<file path="config.mk">
export PLATFORM = sky130hd
export DESIGN_NAME = fibo_checker_sync_rst_flat
export DESIGN_NICKNAME = d
export VERILOG_FILES = /design/src/rtl/fibo_checker_sync_rst_if.sv /design/src/rtl/fibo_checker_sync_rst.sv /design/src/flat_wrapper.sv
export SDC_FILE = /design/constraint.sdc
export NUM_CORES = 1
export LEC_CHECK = 0
export CORE_MARGIN = 2
export CORE_UTILIZATION = 67
export CTS_CLUSTER_SIZE = 14
export DETAILED_ROUTE_END_ITERATION = 10
export DONT_BUFFER_PORTS = 1
export PLACE_DENSITY = 0.9
export SYNTH_ARGS = -nofsm -noshare
export SYNTH_HDL_FRONTEND = slang
export SYNTH_SLANG_ARGS = --single-unit
export TNS_END_PERCENT = 20
</file>
<file path="constraint.sdc">
create_clock -name clk -period 7.1 [get_ports clk]
set_input_delay 0.71 -clock clk [delete_from_list [all_inputs] [get_ports clk]]
set_output_delay 0.71 -clock clk [all_outputs]
set_load 0.005 [all_outputs]
</file>
<file path="src/rtl/fibo_checker_sync_rst_if.sv">
// Sample stream into the Fibonacci checker and its status outputs.
interface fibo_checker_sync_rst_if #(
   parameter int unsigned WIDTH = 4
);
   logic             in_valid;
   logic [WIDTH-1:0] in_data;
   logic             restart;
   logic             match;
   logic             mismatch;
   logic             err_sticky;
   logic [WIDTH-1:0] exp_next;
   logic [7:0]       term_count;
   logic             locked;

   // Producer of samples / consumer of checker status
   modport master (
      output in_valid, in_data, restart,
      input  match, mismatch, err_sticky, exp_next, term_count, locked
   );

   // Checker side
   modport slave (
      input  in_valid, in_data, restart,
      output match, mismatch, err_sticky, exp_next, term_count, locked
   );
endinterface

</file>
<file path="src/rtl/fibo_checker_sync_rst.sv">
// Checks an incoming stream against the Fibonacci recurrence (mod 2^WIDTH).
module fibo_checker_sync_rst #(
   parameter int unsigned WIDTH       = 4,
   parameter bit          STRICT_SEED = 1'b1
) (
   input  logic                   clk,
   input  logic                   reset_n,
   fibo_checker_sync_rst_if.slave bus
);
   localparam int unsigned      CNT_W   = 8;
   localparam logic [CNT_W-1:0] CNT_MAX = '1;

   typedef enum logic [1:0] {SEED0, SEED1, TRACK, ERR} state_e;

   state_e           state_q, state_d;
   logic [WIDTH-1:0] t0_q, t0_d;
   logic [WIDTH-1:0] t1_q, t1_d;
   logic [WIDTH-1:0] exp_next_q, exp_next_d;
   logic [WIDTH-1:0] sum_c;
   logic [CNT_W-1:0] cnt_q, cnt_d;
   logic             match_q, match_d;
   logic             mismatch_q, mismatch_d;
   logic             err_q, err_d;
   logic             locked_q, locked_d;

   // Next Fibonacci term; carry out of the top bit is intentionally dropped
   assign sum_c = t0_q + t1_q;

   // Next-state, term history and pulse decode
   always_comb begin
      state_d    = state_q;
      t0_d       = t0_q;
      t1_d       = t1_q;
      cnt_d      = cnt_q;
      match_d    = 1'b0;
      mismatch_d = 1'b0;

      if (bus.restart) begin
         state_d = SEED0;
         t0_d    = '0;
         t1_d    = '0;
         cnt_d   = '0;
      end else if (bus.in_valid) begin
         case (state_q)
            SEED0: begin
               if (!STRICT_SEED || (bus.in_data == '0)) begin
                  t0_d    = bus.in_data;
                  match_d = 1'b1;
                  state_d = SEED1;
               end else begin
                  mismatch_d = 1'b1;
                  state_d    = ERR;
               end
            end
            SEED1: begin
               if (!STRICT_SEED || (bus.in_data == WIDTH'(1))) begin
                  t1_d    = bus.in_data;
                  match_d = 1'b1;
                  state_d = TRACK;
               end else begin
                  mismatch_d = 1'b1;
                  state_d    = ERR;
               end
            end
            TRACK: begin
               if (bus.in_data == sum_c) begin
                  t0_d    = t1_q;
                  t1_d    = bus.in_data;
                  match_d = 1'b1;
               end else begin
                  mismatch_d = 1'b1;
                  state_d    = ERR;
               end
            end
            default: begin
               state_d = state_q;
            end
         endcase
      end

      // Count every matched term, seeds included, holding at the ceiling
      if (match_d && (cnt_q != CNT_MAX)) begin
         cnt_d = cnt_q + CNT_W'(1);
      end

      err_d      = (state_d == ERR);
      locked_d   = (state_d == TRACK);
      exp_next_d = locked_d ? WIDTH'(t0_d + t1_d) : '0;
   end

   // State and registered outputs; reset wins over restart and samples
   always_ff @(posedge clk) begin
      if (!reset_n) begin
         state_q    <= SEED0;
         t0_q       <= '0;
         t1_q       <= '0;
         cnt_q      <= '0;
         match_q    <= 1'b0;
         mismatch_q <= 1'b0;
         err_q      <= 1'b0;
         locked_q   <= 1'b0;
         exp_next_q <= '0;
      end else begin
         state_q    <= state_d;
         t0_q       <= t0_d;
         t1_q       <= t1_d;
         cnt_q      <= cnt_d;
         match_q    <= match_d;
         mismatch_q <= mismatch_d;
         err_q      <= err_d;
         locked_q   <= locked_d;
         exp_next_q <= exp_next_d;
      end
   end

   assign bus.match      = match_q;
   assign bus.mismatch   = mismatch_q;
   assign bus.err_sticky = err_q;
   assign bus.locked     = locked_q;
   assign bus.exp_next   = exp_next_q;
   assign bus.term_count = cnt_q;
endmodule

</file>
<file path="src/flat_wrapper.sv">
// flat-port wrapper written by rule: the top's interface ports become plain ports
module fibo_checker_sync_rst_flat 
#(
   parameter int unsigned WIDTH       = 4,
   parameter bit          STRICT_SEED = 1'b1
)
  (clk, reset_n, bus_in_valid, bus_in_data, bus_restart, bus_match, bus_mismatch, bus_err_sticky, bus_exp_next, bus_term_count, bus_locked);
  fibo_checker_sync_rst_if #(.WIDTH(WIDTH)) bus_i ();
  input  logic clk;
  input  logic reset_n;
  input wire logic [$bits(bus_i.in_valid)-1:0] bus_in_valid;
  input wire logic [$bits(bus_i.in_data)-1:0] bus_in_data;
  input wire logic [$bits(bus_i.restart)-1:0] bus_restart;
  output wire logic [$bits(bus_i.match)-1:0] bus_match;
  output wire logic [$bits(bus_i.mismatch)-1:0] bus_mismatch;
  output wire logic [$bits(bus_i.err_sticky)-1:0] bus_err_sticky;
  output wire logic [$bits(bus_i.exp_next)-1:0] bus_exp_next;
  output wire logic [$bits(bus_i.term_count)-1:0] bus_term_count;
  output wire logic [$bits(bus_i.locked)-1:0] bus_locked;
  assign bus_i.in_valid = bus_in_valid;
  assign bus_i.in_data = bus_in_data;
  assign bus_i.restart = bus_restart;
  assign bus_match = bus_i.match;
  assign bus_mismatch = bus_i.mismatch;
  assign bus_err_sticky = bus_i.err_sticky;
  assign bus_exp_next = bus_i.exp_next;
  assign bus_term_count = bus_i.term_count;
  assign bus_locked = bus_i.locked;
  fibo_checker_sync_rst #(.WIDTH(WIDTH), .STRICT_SEED(STRICT_SEED)) u_core (.clk(clk), .reset_n(reset_n), .bus(bus_i));
endmodule
</file>
# Word level (Yosys, flattened, before mapping)
# Index checks and enable logic that the tools add are counted.
dict set report totals {
  out_inout_bits 16
  input_bits 8
  ff_bits 26
  elab_cells 55
}
dict set report op_classes {
  muxes 28
  bitwise 2
  reduce_logical 6
  n_eq_ne 7
  addsub 3
}
# cell count
set op_table {}
lappend op_table {{4-bit 2-to-1 mux} 8}
lappend op_table {{8-bit 2-to-1 mux} 2}
lappend op_table {{4-bit case mux with 2 select lines} 2}
lappend op_table {{1-bit 2-to-1 mux} 9}
lappend op_table {{4-bit adder} 2}
lappend op_table {{8-bit by 1-bit adder with 8-bit output (second input constant)} 1}
lappend op_table {{2-bit 2-to-1 mux} 4}
lappend op_table {{8-bit inequality test (second input constant)} 1}
lappend op_table {{2-bit == test (second input constant)} 3}
lappend op_table {{1-bit case mux with 3 select lines} 2}
lappend op_table {{2-bit case mux with 3 select lines} 1}
lappend op_table {{4-bit by 1-bit == test with 1-bit output (second input constant)} 1}
lappend op_table {{4-bit == test} 1}
lappend op_table {{4-bit logical NOT} 1}
lappend op_table {{3-bit OR reduction} 1}
lappend op_table {{2-bit by 1-bit == test with 1-bit output (second input constant)} 1}
lappend op_table {{2-bit logical NOT} 1}
lappend op_table {{1-bit inverter} 2}
lappend op_table {{2-bit AND reduction} 1}
lappend op_table {{2-bit nonzero test} 1}
lappend op_table {{1-bit logical AND} 1}

# Depth between registers and ports, before layout
# Gate-level depths: netlist (run 1).
dict set report depth {
  word_depth 8
  mapped_depth 14
  depth_no_buf 13
}

# Least setup slack after synthesis (run 1)
# OpenSTA, ideal clock, no wires.
dict set report synth_timing {
  path_type {register to register}
  startpoint {reg u_core.t1_q[0]}
  endpoint {reg u_core.exp_next_q[3], in the netlist u_core.bus.exp_next[3]}
  synth_period_minus_slack_ns 3.138
  arrival_time_ns 3.066
  n_path_buf 1
  required_time_ns 7.028
  stages_incl_launch_ff 15
  setup_slack_ns 3.962
  setup_time_ns 0.072
  path_cell_list {dfxtp_1 > ha_1 > fa_1 > xor2_1 > nor3_2 > o21a_1 > buf_6 > mux2i_1 > a22oi_1 > nor2_1 > ha_1 > a21o_1 > a21oi_1 > xnor2_1 > mux2i_1}
}
dict set report synth_between {
  elab_cells_between_ends 18
  classes_between {2 x add/sub; 2 x eq/ne; 13 x mux; 1 x reduce/logical}
}
# item line_no
set synth_rtl {}
lappend synth_rtl {{from (decl)} fibo_checker_sync_rst.sv:17} ;# logic [WIDTH-1:0] t1_q, t1_d;
lappend synth_rtl {{from (signal assigned)} fibo_checker_sync_rst.sv:106} ;# t1_q <= t1_d;
lappend synth_rtl {{4-bit adder} fibo_checker_sync_rst.sv:27} ;# assign sum_c = t0_q + t1_q;
lappend synth_rtl {{4-bit == test} fibo_checker_sync_rst.sv:66} ;# if (bus.in_data == sum_c) begin
lappend synth_rtl {{4-bit 2-to-1 mux} fibo_checker_sync_rst.sv:66}
lappend synth_rtl {{4-bit case mux with 2 select lines} fibo_checker_sync_rst.sv:44} ;# case (state_q)
lappend synth_rtl {{4-bit 2-to-1 mux} fibo_checker_sync_rst.sv:43} ;# end else if (bus.in_valid) begin
lappend synth_rtl {{4-bit 2-to-1 mux} fibo_checker_sync_rst.sv:38} ;# if (bus.restart) begin
lappend synth_rtl {{via u_core.t0_d[1]} fibo_checker_sync_rst.sv:16} ;# logic [WIDTH-1:0] t0_q, t0_d;
lappend synth_rtl {{4-bit adder} fibo_checker_sync_rst.sv:88} ;# exp_next_d = locked_d ? WIDTH'(t0_d + t1_d) : '0;
lappend synth_rtl {{to (signal assigned)} fibo_checker_sync_rst.sv:112} ;# exp_next_q <= exp_next_d;
lappend synth_rtl {{to (decl)} fibo_checker_sync_rst.sv:18} ;# logic [WIDTH-1:0] exp_next_q, exp_next_d;
# The timed path passes the listed nets, and every way through them passes these cells.
# A chain may end at the register's enable or synchronous reset.

# Worst setup path after layout (run 1)
# Same ends and word-level chain as after synthesis.

==> impl_metrics.json, run 1 <==
{
  "status": "complete, no violations",
  "required_ns": 7.38,
  "min_path_cells": 1,
  "fp.dieH_um": 53.4,
  "grtUsageTotal_pct": 29.1,
  "setup_viol": 0,
  "grt_pass1_vias": 1406,
  "final_util_pct": 74.6,
  "rsz0062_at_grt": "false",
  "overflow": 0,
  "finClkSkew_ns": 0.00399,
  "clock_latency_ns": 0.34,
  "antenna_found_initial": 0,
  "synth_xor_area_share_pct": 6.04,
  "worstSetupStartpointType": "flop",
  "synth_fa_ha_area_share_pct": 10.9,
  "end_kind": "flop",
  "slew_violations": 0,
  "ys_types": 44,
  "finalCritPeriodShare_pct": 51.3,
  "nets": 204,
  "initial_core_util_pct": 72.5,
  "drive_gt1_share_pct": 5.49,
  "syn2layout_area_growth_pct": 2.83,
  "rows": 17,
  "yosysSeqAreaShare_pct": 31.8,
  "worst_pin_slew_ns": 0.594,
  "wl_um": 3810,
  "clock-sinks": 26,
  "clkTransAtPathRegs_ns": 0.16,
  "max_cap_viol_count": 0,
  "postCtsHoldBufs": 0,
  "reg2reg_to": "u_core.bus.exp_next[3]$_SDFF_PN0_",
  "ant_nets": 0,
  "post_cts.repair.setup_buffers": 0,
  "cts_resized": 0,
  "critPathMaxStageDelay_ns": 0.44,
  "clk_path_buf_depth": 2,
  "cp_cell_sequence": "ha_1 > fa_1 > xor2_1 > nor3_2 > o21a_1 > mux2i_1 > a22oi_1 > nor2_1 > ha_1 > a21o_1 > a21oi_1 > xnor2_1 > mux2i_1",
  "pwr_density_cell_nw_per_um2": 166,
  "synth_cells": 185,
  "synth_mux_area_share_pct": 4.97,
  "syn_avg_cell_area_um2": 8.84,
  "first_pass_iters": 4,
  "chipWidth_um": 53.4,
  "root_buffer": "clkbuf_4",
  "synth_seq_cells": 26,
  "reg2reg_depth": 13,
  "finalWorstSetupSlack_ns": 3.46,
  "synth_nets": 206,
  "htree_levels": 1,
  "syn_area_um2": 1640,
  "synth_compound_area_share_pct": 18.6,
  "power.leakage_nw": 0.665,
  "placed_area_um2": 1630,
  "preCtsSetupSlack_ns": 3.60,
  "crit_slowest_cell": "fa_1",
  "async_reset_ff_share_pct": 0,
  "synth-edff-count": 0,
  "power_mw": 0.280,
  "post-route-min-period_ns": 3.64,
  "path_class": "flop to flop",
  "place.gp.congestion": 0.936,
  "cp.arrival_ns": 3.93,
  "coreArea_um2": 2250,
  "r2r-start": "u_core.t1_q[0]$_SDFF_PN0_",
  "r2r_slack_ns": 3.46,
  "yosysWarnings": 0,
  "ioPinCount": 24,
  "max-vdd-ir-drop_uv": 186,
  "hold_viol": 0,
  "fmax_ghz": 0.274,
  "drc_errors": 0,
  "design_area_um2": 1680,
  "die_area_um2": 2850,
  "port_buffers": 0,
  "hold_path_end": "u_core.state_q[0]$_SDFF_PN0_",
  "grt_pass1_wl_um": 5940,
  "n_antenna_cell": 0,
  "dominantRegCellSynth": "dfxtp_1",
  "fin_setup_tns_ns": 0,
  "wire_per_inst_um": 18.2,
  "hold_path_class": "input pin to flop",
  "synth-simple-area-share_pct": 23.1,
  "cts_tree": "yes",
  "drt_iter0_markers": 58,
  "relSlewSlack_pct": 59.9,
  "hpwl_um": 2780,
  "vias": 1426,
  "crit_fanout": 6,
  "viasPerCell": 6.79,
  "cts_buffers": 3,
  "synth_top_family_by_area": "simple AND/OR/NAND/NOR gates",
  "grt_max_degree": 16,
  "hold_start": "reset_n"
}
==> critical path: cells and delay by family (launching register included) <==
kind | cells | cell delay [ns]
xor gates and xnor gates | 2 | 0.32
adders and majority gates | 3 | 0.92
and+or+nand+nor | 2 | 0.64
DFF | 1 | 0.43
muxes | 2 | 0.43
AOI/OAI and AO/OA | 4 | 0.83
==> worst max-delay path by stage <==
stage | start | end | slack, ns
2_1_floorplan | u_core.t1_q[0]$_SDFF_PN0_ | u_core.bus.exp_next[3]$_SDFF_PN0_ | 3.96
3_3_place_gp | u_core.t1_q[0]$_SDFF_PN0_ | u_core.bus.exp_next[3]$_SDFF_PN0_ | 3.77
3_5_place_dp | u_core.t1_q[0]$_SDFF_PN0_ | u_core.bus.exp_next[3]$_SDFF_PN0_ | 3.60
4_1_cts | u_core.t1_q[0]$_SDFF_PN0_ | u_core.bus.exp_next[3]$_SDFF_PN0_ | 3.53
5_1_grt | u_core.t1_q[0]$_SDFF_PN0_ | u_core.bus.exp_next[3]$_SDFF_PN0_ | 3.30
6_report | u_core.t1_q[0]$_SDFF_PN0_ | u_core.bus.exp_next[3]$_SDFF_PN0_ | 3.46
==> layer usage <==
metal  up-vias  share of wire [%]  global-route usage [%]
li1        649                  -                       -
met1       682                 38                    31.6
met2        77                 51                    51.9
met3        18                8.5                    5.93
met4         0                2.9                    16.2
met5         -                  0                       0
==> power breakdown <==
| group | leakage, nW | switching [mW] | internal (mW) |
|---|---|---|---|
| combinational | 0.427 | 0.0147 | 0.00833 |
| sequential | 0.210 | 0.00117 | 0.147 |
| clock | 0.0279 | 0.0508 | 0.0572 |
==> cells in the mapped netlist, types with 3 or more instances <==
| cell | count | share of area (%) |
|---|---|---|
| nand2_1 | 17 | 3.9 |
| nand3_1 | 7 | 2.1 |
| mux2i_1 | 7 | 4.3 |
| nor2b_1 | 4 | 1.5 |
| and3_1 | 6 | 2.3 |
| clkbuf_1 | 5 | 1.1 |
| inv_1 | 9 | 2.1 |
| dfxtp_1 | 26 | 32 |
| ha_1 | 11 | 8.4 |
| o2bb2ai_1 | 3 | 1.6 |
| o21ai_0 | 4 | 1.2 |
| and2_1 | 7 | 2.7 |
| nor2_1 | 17 | 3.9 |
| a21oi_1 | 9 | 2.8 |
| xnor2_1 | 3 | 1.6 |
| a22oi_1 | 5 | 2.3 |
| xor2_1 | 3 | 1.6 |
| nand2b_1 | 5 | 1.9 |
==> sequential cells by signal, indices dropped and copies added (netlist names), 2 cells and up <==
name	count
u_core.state_q	2
u_core.bus.term_count	8
u_core.bus.exp_next	4
u_core.t1_q	4
u_core.t0_q	4
==> per-stage QoR <==
step | std cells | hold slack [ns]
global placement | 206 | 0.505
global route | 210 | 0.510
floorplan | 185 | 0.483
CTS | 210 | 0.504
detailed placement | 206 | 0.512
finish | 210 | 0.496
==> kinds of logic after synthesis <==
kind of cell	count (synthesis)
AO/OA/AOI/OAI	41
XOR/XNOR	8
adder cells (fa/ha/maj)	13
buffers and inverters	16
flip-flops	26
multiplexers	8
AND/OR/NAND/NOR	73
==> layout by cell type, fill, tap and decap left out, types with 2 or more instances in the layout <==
cell and n:
xnor2_1 3, o2bb2ai_1 3, nand4_1 2, nor2_1 17, o211ai_2 2, inv_1 9
a311oi_1 2, nand2b_1 5, dfxtp_1 26, nor4_1 2, o211ai_1 2, a21oi_1 9
nor2b_1 4, and3_1 6, nand3_1 7, ha_1 11, and2_1 7, fa_1 2
o2111ai_1 2, o21a_1 2, o21ai_1 2, o21ai_0 4, a22oi_1 5, mux2i_1 7
xor2_1 3, nand2_1 17, or3_1 2, clkbuf_4 3
==> area by class of cell <==
type / instances / area [µm²]
clock buffer: 3 / 22.5
clock inverter: 1 / 30.0
fill: 176 / 573
inverter: 9 / 33.8
multi-input combinational: 143 / 1040
sequential: 26 / 520
tap: 28 / 35.0
No activity file was read; power rests on OpenSTA's default activity.
==> run 2, diff against run 1 <==
--- a/config.mk
+++ b/config.mk
@@ -6,11 +6,11 @@
 export NUM_CORES = 1
 export LEC_CHECK = 0
 export CORE_MARGIN = 2
-export CORE_UTILIZATION = 67
+export CORE_UTILIZATION = 56
 export CTS_CLUSTER_SIZE = 14
 export DETAILED_ROUTE_END_ITERATION = 10
 export DONT_BUFFER_PORTS = 1
-export PLACE_DENSITY = 0.9
+export PLACE_DENSITY = 0.81
 export SYNTH_ARGS = -nofsm -noshare
 export SYNTH_HDL_FRONTEND = slang
 export SYNTH_SLANG_ARGS = --single-unit
==> constraint.sdc (replaced) <==
create_clock -name clk -period 3.2 [get_ports clk]
set_input_delay 0.32 -clock clk [delete_from_list [all_inputs] [get_ports clk]]
set_output_delay 0.32 -clock clk [all_outputs]
set_load 0.005 [all_outputs]
==> run 2 against run 1 <==
Fmax is 18% higher; clock skew about the same; sequential cell count did not move; clock power is 56% higher; first-iteration DRC count increased by 33%; core utilization is 9.7 points lower; critical endpoint unchanged; total power increased by 98%.
==> impl_metrics.json, run 2 (same netlist as run 1, synthesis figures left out) <==
{
  "relSlewSlack_pct": 61.4,
  "final_util_pct": 64.8,
  "worst_pin_slew_ns": 0.571,
  "first_pass_iters": 4,
  "power.leakage_nw": 0.700,
  "met2_usage_pct": 38.3,
  "coreArea_um2": 2760,
  "min_path_cells": 1,
  "hold_start": "reset_n",
  "chipWidth_um": 58.0,
  "required_ns": 3.47,
  "drt_iter0_markers": 77,
  "pwr_density_cell_nw_per_um2": 310,
  "finalCritPeriodShare_pct": 96.6,
  "setup_viol": 0,
  "hold_path_end": "u_core.state_q[0]$_SDFF_PN0_",
  "grt-busiest-layer": "met2",
  "slew_violations": 0,
  "cts_buffers": 3,
  "fmax_ghz": 0.324,
  "max-vdd-ir-drop_uv": 390,
  "gr-usage-met3_pct": 6.03,
  "die_area_um2": 3370,
  "nFillCells": 241,
  "grtUsageMet1_pct": 31.7,
  "syn2layout_area_growth_pct": 9.33,
  "clock-sinks": 26,
  "initial_core_util_pct": 59.3,
  "grt_pass1_wl_um": 6090,
  "clock_latency_ns": 0.32,
  "clkTransAtPathRegs_ns": 0.14,
  "postCtsHoldBufs": 0,
  "place.gp.congestion": 0.904,
  "hold_viol": 0,
  "crit_fanout": 3,
  "r2r-start": "u_core.t1_q[0]$_SDFF_PN0_",
  "cts_tree": "yes",
  "rows": 19,
  "final_cell_mix": "23 x dfxtp_1, 17 x nand2_1, 17 x nor2_1",
  "worstSetupStartpointType": "flop",
  "reg2reg_depth": 13,
  "max_cap_viol_count": 0,
  "largest_reg_flops": 8,
  "fp.dieH_um": 58.0,
  "drive_gt1_share_pct": 15.8,
  "drc_errors": 0,
  "end_kind": "flop",
  "hpwl_um": 2750,
  "wl_um": 3790,
  "grt_max_degree": 15,
  "ant_nets": 0,
  "antenna_found_initial": 0,
  "grtUsageTotal_pct": 23.6,
  "placed_cells": 215,
  "multiInputGateArea_um2": 1090,
  "grt_pass1_vias": 1330,
  "final_common_cell": "dfxtp_1",
  "overflow": 0,
  "post-route-min-period_ns": 3.09,
  "path_class": "flop to flop",
  "fin_setup_tns_ns": 0,
  "status": "complete, no violations",
  "hold_path_class": "input pin to flop",
  "cp.arrival_ns": 3.36,
  "reg2reg_to": "u_core.bus.exp_next[3]$_SDFF_PN0_",
  "final-seq-area_um2": 524,
  "nets": 212,
  "timing.hold.ws_ns": 0.132,
  "clk_path_buf_depth": 2,
  "n_antenna_cell": 0,
  "port_buffers": 0,
  "htree_levels": 1,
  "r2r_slack_ns": 0.11,
  "wire_per_inst_um": 17.1,
  "root_buffer": "clkbuf_4",
  "finClkSkew_ns": 0.00419,
  "finalNonFillerCells": 221,
  "vias": 1401,
  "viasPerCell": 6.34,
  "ioPinCount": 24
}
## run 2: changes by cell type in the layout (fill, tap and decap cells not counted), moves of 2 or more
cell / before / now
dfxtp_2: 0 / 3
dfxtp_1: 26 / 23
ha_1: 11 / 9
buf_4: 0 / 7
## run 2: metal layers
layer,wire length (µm),vias to the layer above
met2,1860,58
li1,-,668
met4,55,0
met5,0,-
met1,1620,669
met3,249,6
## run 2: where the power goes
group          switching (mW)  internal [mW]
logic                  0.0341         0.0214
clock network          0.0996         0.0697
registers             0.00226          0.327
## run 2: worst max path at each step
stage                                         start                           endpoint  slack, ns  cells after the start
after floorplan           u_core.t1_q[0]$_SDFF_PN0_  u_core.bus.exp_next[3]$_SDFF_PN0_       0.06                     14
after global placement    u_core.t1_q[0]$_SDFF_PN0_  u_core.bus.exp_next[3]$_SDFF_PN0_       0.15                     13
after detailed placement  u_core.t0_q[0]$_SDFF_PN0_  u_core.bus.exp_next[3]$_SDFF_PN0_       0.05                     13
after CTS                 u_core.t0_q[0]$_SDFF_PN0_  u_core.bus.exp_next[3]$_SDFF_PN0_       0.01                     13
after global routing      u_core.t0_q[0]$_SDFF_PN0_  u_core.bus.exp_next[3]$_SDFF_PN0_      -0.06                     13
final                     u_core.t1_q[0]$_SDFF_PN0_  u_core.bus.exp_next[3]$_SDFF_PN0_       0.11                     13
## run 2: timing repair
| item | 4_1_cts | 5_1_grt |
|---|---|---|
| buffers inserted | 0 | 2 |
| setup endpoints to repair | 0 | 2 |
| resized for setup | 0 | 14 |
## run 2: layout make-up
| class | count | area share, % |
|---|---|---|
| multi-input cells | 143 | 61.0 |
| repair buffers | 8 | 3.57 |
| well taps | 31 | 2.17 |
| inverters | 9 | 1.89 |
| clock buffers | 4 | 2.03 |
| flip-flops and latches | 26 | 29.3 |
## run 2: through the flow
| stage | instance area (µm²) | setup WS (ns) | power, mW |
|---|---|---|---|
| 2_1_floorplan | 1640 | 0.0623 | 0.380 |
| 3_3_place_gp | 1680 | 0.153 | 0.387 |
| 3_5_place_dp | 1680 | 0.0547 | 0.387 |
| 4_1_cts | 1710 | 0.0105 | 0.554 |
| 5_1_grt | 1790 | -0.0591 | 0.575 |
| 6_report | 1790 | 0.110 | 0.554 |
## run 2: worst max-delay path, cell delays in order, from the launching register on
cell and delay [ns]:
dfxtp_2 0.35, ha_2 0.19, fa_2 0.33, xor3_1 0.24, nor3_4 0.27, o21a_2 0.21, mux2i_1 0.23, a22oi_2 0.09
nor2_1 0.18, ha_1 0.26, a21o_1 0.19, a21oi_2 0.14, xnor2_1 0.15, mux2i_1 0.19
==> run 3, diff against run 2 <==
--- a/config.mk
+++ b/config.mk
@@ -5,6 +5,7 @@
 export SDC_FILE = /design/constraint.sdc
 export NUM_CORES = 1
 export LEC_CHECK = 0
+export CORE_ASPECT_RATIO = 0.9
 export CORE_MARGIN = 2
 export CORE_UTILIZATION = 56
 export CTS_CLUSTER_SIZE = 14
==> run 3 against run 2 <==
Design area grew 1.2%; the run now ends with negative setup slack left; first-iteration DRC count decreased by 18%; cell count increased by 4.5%; clock skew grew 0.0041 ns; sequential cell count unchanged; non-clock buffer count increased by 1; total power grew 11%; critical path depth stayed put; wire length is 1.5% higher; worst hold slack got worse by 0.014 ns; die area about the same; sequential power about the same.
==> impl_metrics.json, run 3 (same netlist as run 1, synthesis figures left out) <==
{
  "drive_gt1_share_pct": 14.7,
  "finClkSkew_ns": 0.00826,
  "max-vdd-ir-drop_uv": 204,
  "relSlewSlack_pct": 60.0,
  "clkPwrFrac_pct": 37.6,
  "root_buffer": "clkbuf_4",
  "status": "finished with violations",
  "hpwl_um": 2770,
  "reg2reg_to": "u_core.bus.exp_next[2]$_SDFF_PN0_",
  "worstSetupStartpointType": "flop",
  "violations": "negative setup slack",
  "fin_setup_tns_ns": -0.0962,
  "clock_latency_ns": 0.33,
  "max_cap_viol_count": 0,
  "p_int_mw": 0.474,
  "required_ns": 3.44,
  "fp.dieH_um": 55.3,
  "finalNonFillerCells": 231,
  "min_path_cells": 1,
  "cp.arrival_ns": 3.50,
  "ioPinCount": 24,
  "reg2reg_depth": 13,
  "cts_tree": "yes",
  "pwr_density_cell_nw_per_um2": 340,
  "hold_viol": 0,
  "nets": 213,
  "chipWidth_um": 61.0,
  "cp-endpoint": "u_core.bus.exp_next[2]$_SDFF_PN0_",
  "worst_pin_slew_ns": 0.599,
  "r2r_slack_ns": -0.06,
  "initial_core_util_pct": 59.0,
  "finalWorstSetupSlack_ns": -0.0587,
  "crit_fanout": 3,
  "grt_pass1_wl_um": 6270,
  "wire_per_inst_um": 16.6,
  "coreArea_um2": 2770,
  "grt_max_degree": 16,
  "clock-sinks": 26,
  "finalCritPeriodShare_pct": 102,
  "antenna_found_initial": 0,
  "largest_reg_flops": 8,
  "place.gp.congestion": 0.885,
  "first_pass_iters": 4,
  "hold_path_class": "input pin to flop",
  "final_common_cell": "dfxtp_1",
  "clkTransAtPathRegs_ns": 0.15,
  "postCtsHoldBufs": 0,
  "nFillCells": 257,
  "fmax_ghz": 0.307,
  "placed_cells": 222,
  "syn2layout_area_growth_pct": 10.6,
  "ant_nets": 0,
  "viasPerCell": 6.23,
  "final_cell_mix": "24 x dfxtp_1, 17 x nand2_1, 15 x nor2_1",
  "port_buffers": 0,
  "p_switching_mw": 0.140,
  "wl_um": 3840,
  "rows": 18,
  "combPwrFrac_pct": 8.9,
  "drc_errors": 0,
  "overflow": 0,
  "r2r-start": "u_core.t1_q[0]$_SDFF_PN0_",
  "seq_power_share_pct": 53.5,
  "die_area_um2": 3370,
  "startpoint": "u_core.t1_q[0]$_SDFF_PN0_",
  "setup_viol": 2,
  "vias": 1438,
  "sw_frac_of_total_pct": 22.8,
  "timing.hold.ws_ns": 0.118,
  "n_antenna_cell": 0,
  "drt_iter0_markers": 63,
  "end_kind": "flop",
  "power.leakage_nw": 0.714,
  "clk_path_buf_depth": 2,
  "grtUsageTotal_pct": 24.4,
  "htree_levels": 1,
  "path_class": "flop to flop",
  "cts_buffers": 3,
  "slew_violations": 0,
  "rsz0062_at_grt": "true",
  "hold_start": "reset_n",
  "post-route-min-period_ns": 3.26,
  "grt_pass1_vias": 1410
}
## run 3: layout make-up
class,instances,area (µm²),area share [%]
multi-input combinational,143,1080,59.5
clock buffer,3,22.5,1.24
timing repair buffer,9,71.3,3.94
clock inverter,1,30.0,1.66
inverter,9,33.8,1.87
sequential,26,526,29.0
tap,40,50.0,2.77
## run 3: worst min path at each step
stage | slack [ns] | to
after global placement | 0.47 | u_core.state_q[0]$_SDFF_PN0_
final | 0.12 | u_core.state_q[0]$_SDFF_PN0_
after detailed placement | 0.48 | u_core.state_q[0]$_SDFF_PN0_
after CTS | 0.12 | u_core.state_q[0]$_SDFF_PN0_
after floorplan | 0.47 | u_core.state_q[0]$_SDFF_PN0_
after global routing | 0.12 | u_core.state_q[0]$_SDFF_PN0_
## run 3: through the flow
step	setup slack (ns)	utilization, %	instance area, µm²	total power, mW
2_1_floorplan	0.0623	-	1640	0.380
3_3_place_gp	0.131	60.4	1670	0.385
3_5_place_dp	-0.0208	60.4	1670	0.387
4_1_cts	0.0233	62.8	1740	0.615
5_1_grt	-0.185	65.3	1810	0.637
6_report	-0.0587	65.3	1810	0.614
## run 3: metal layers
metal	vias to the layer above	GRT usage, %	share of wire [%]
met1	689	33.0	43
met4	0	9.01	2.3
met3	14	5.39	6.2
li1	674	-	-
met2	61	37.5	49
met5	-	0	0
## run 3: repair_timing
action                                 CTS  global route
endpoints found under the hold margin    0             0
setup buffers                            1             4
pin swaps                                2            14
setup endpoints to repair                1             3
gates resized for setup                  2            10
## run 3: power by group through the flow
stage	sequential (mW)	combinational (mW)	clock, mW
after global routing	0.329	0.0606	0.247
final	0.329	0.0550	0.231
after detailed placement	0.336	0.0501	0
after floorplan	0.336	0.0442	0
after CTS	0.329	0.0511	0.235
after global placement	0.336	0.0488	0
## run 3: worst max-delay path, stage by stage (launching register included)
cell and delay [ns]:
dfxtp_4 0.39, ha_4 0.16, fa_1 0.47, xor2_1 0.19, nor3_2 0.26, o21a_1 0.26, buf_4 0.14, mux2i_1 0.08
a22oi_1 0.24, nor2_1 0.07, ha_1 0.22, fa_1 0.39, xor2_1 0.15, and2_1 0.15
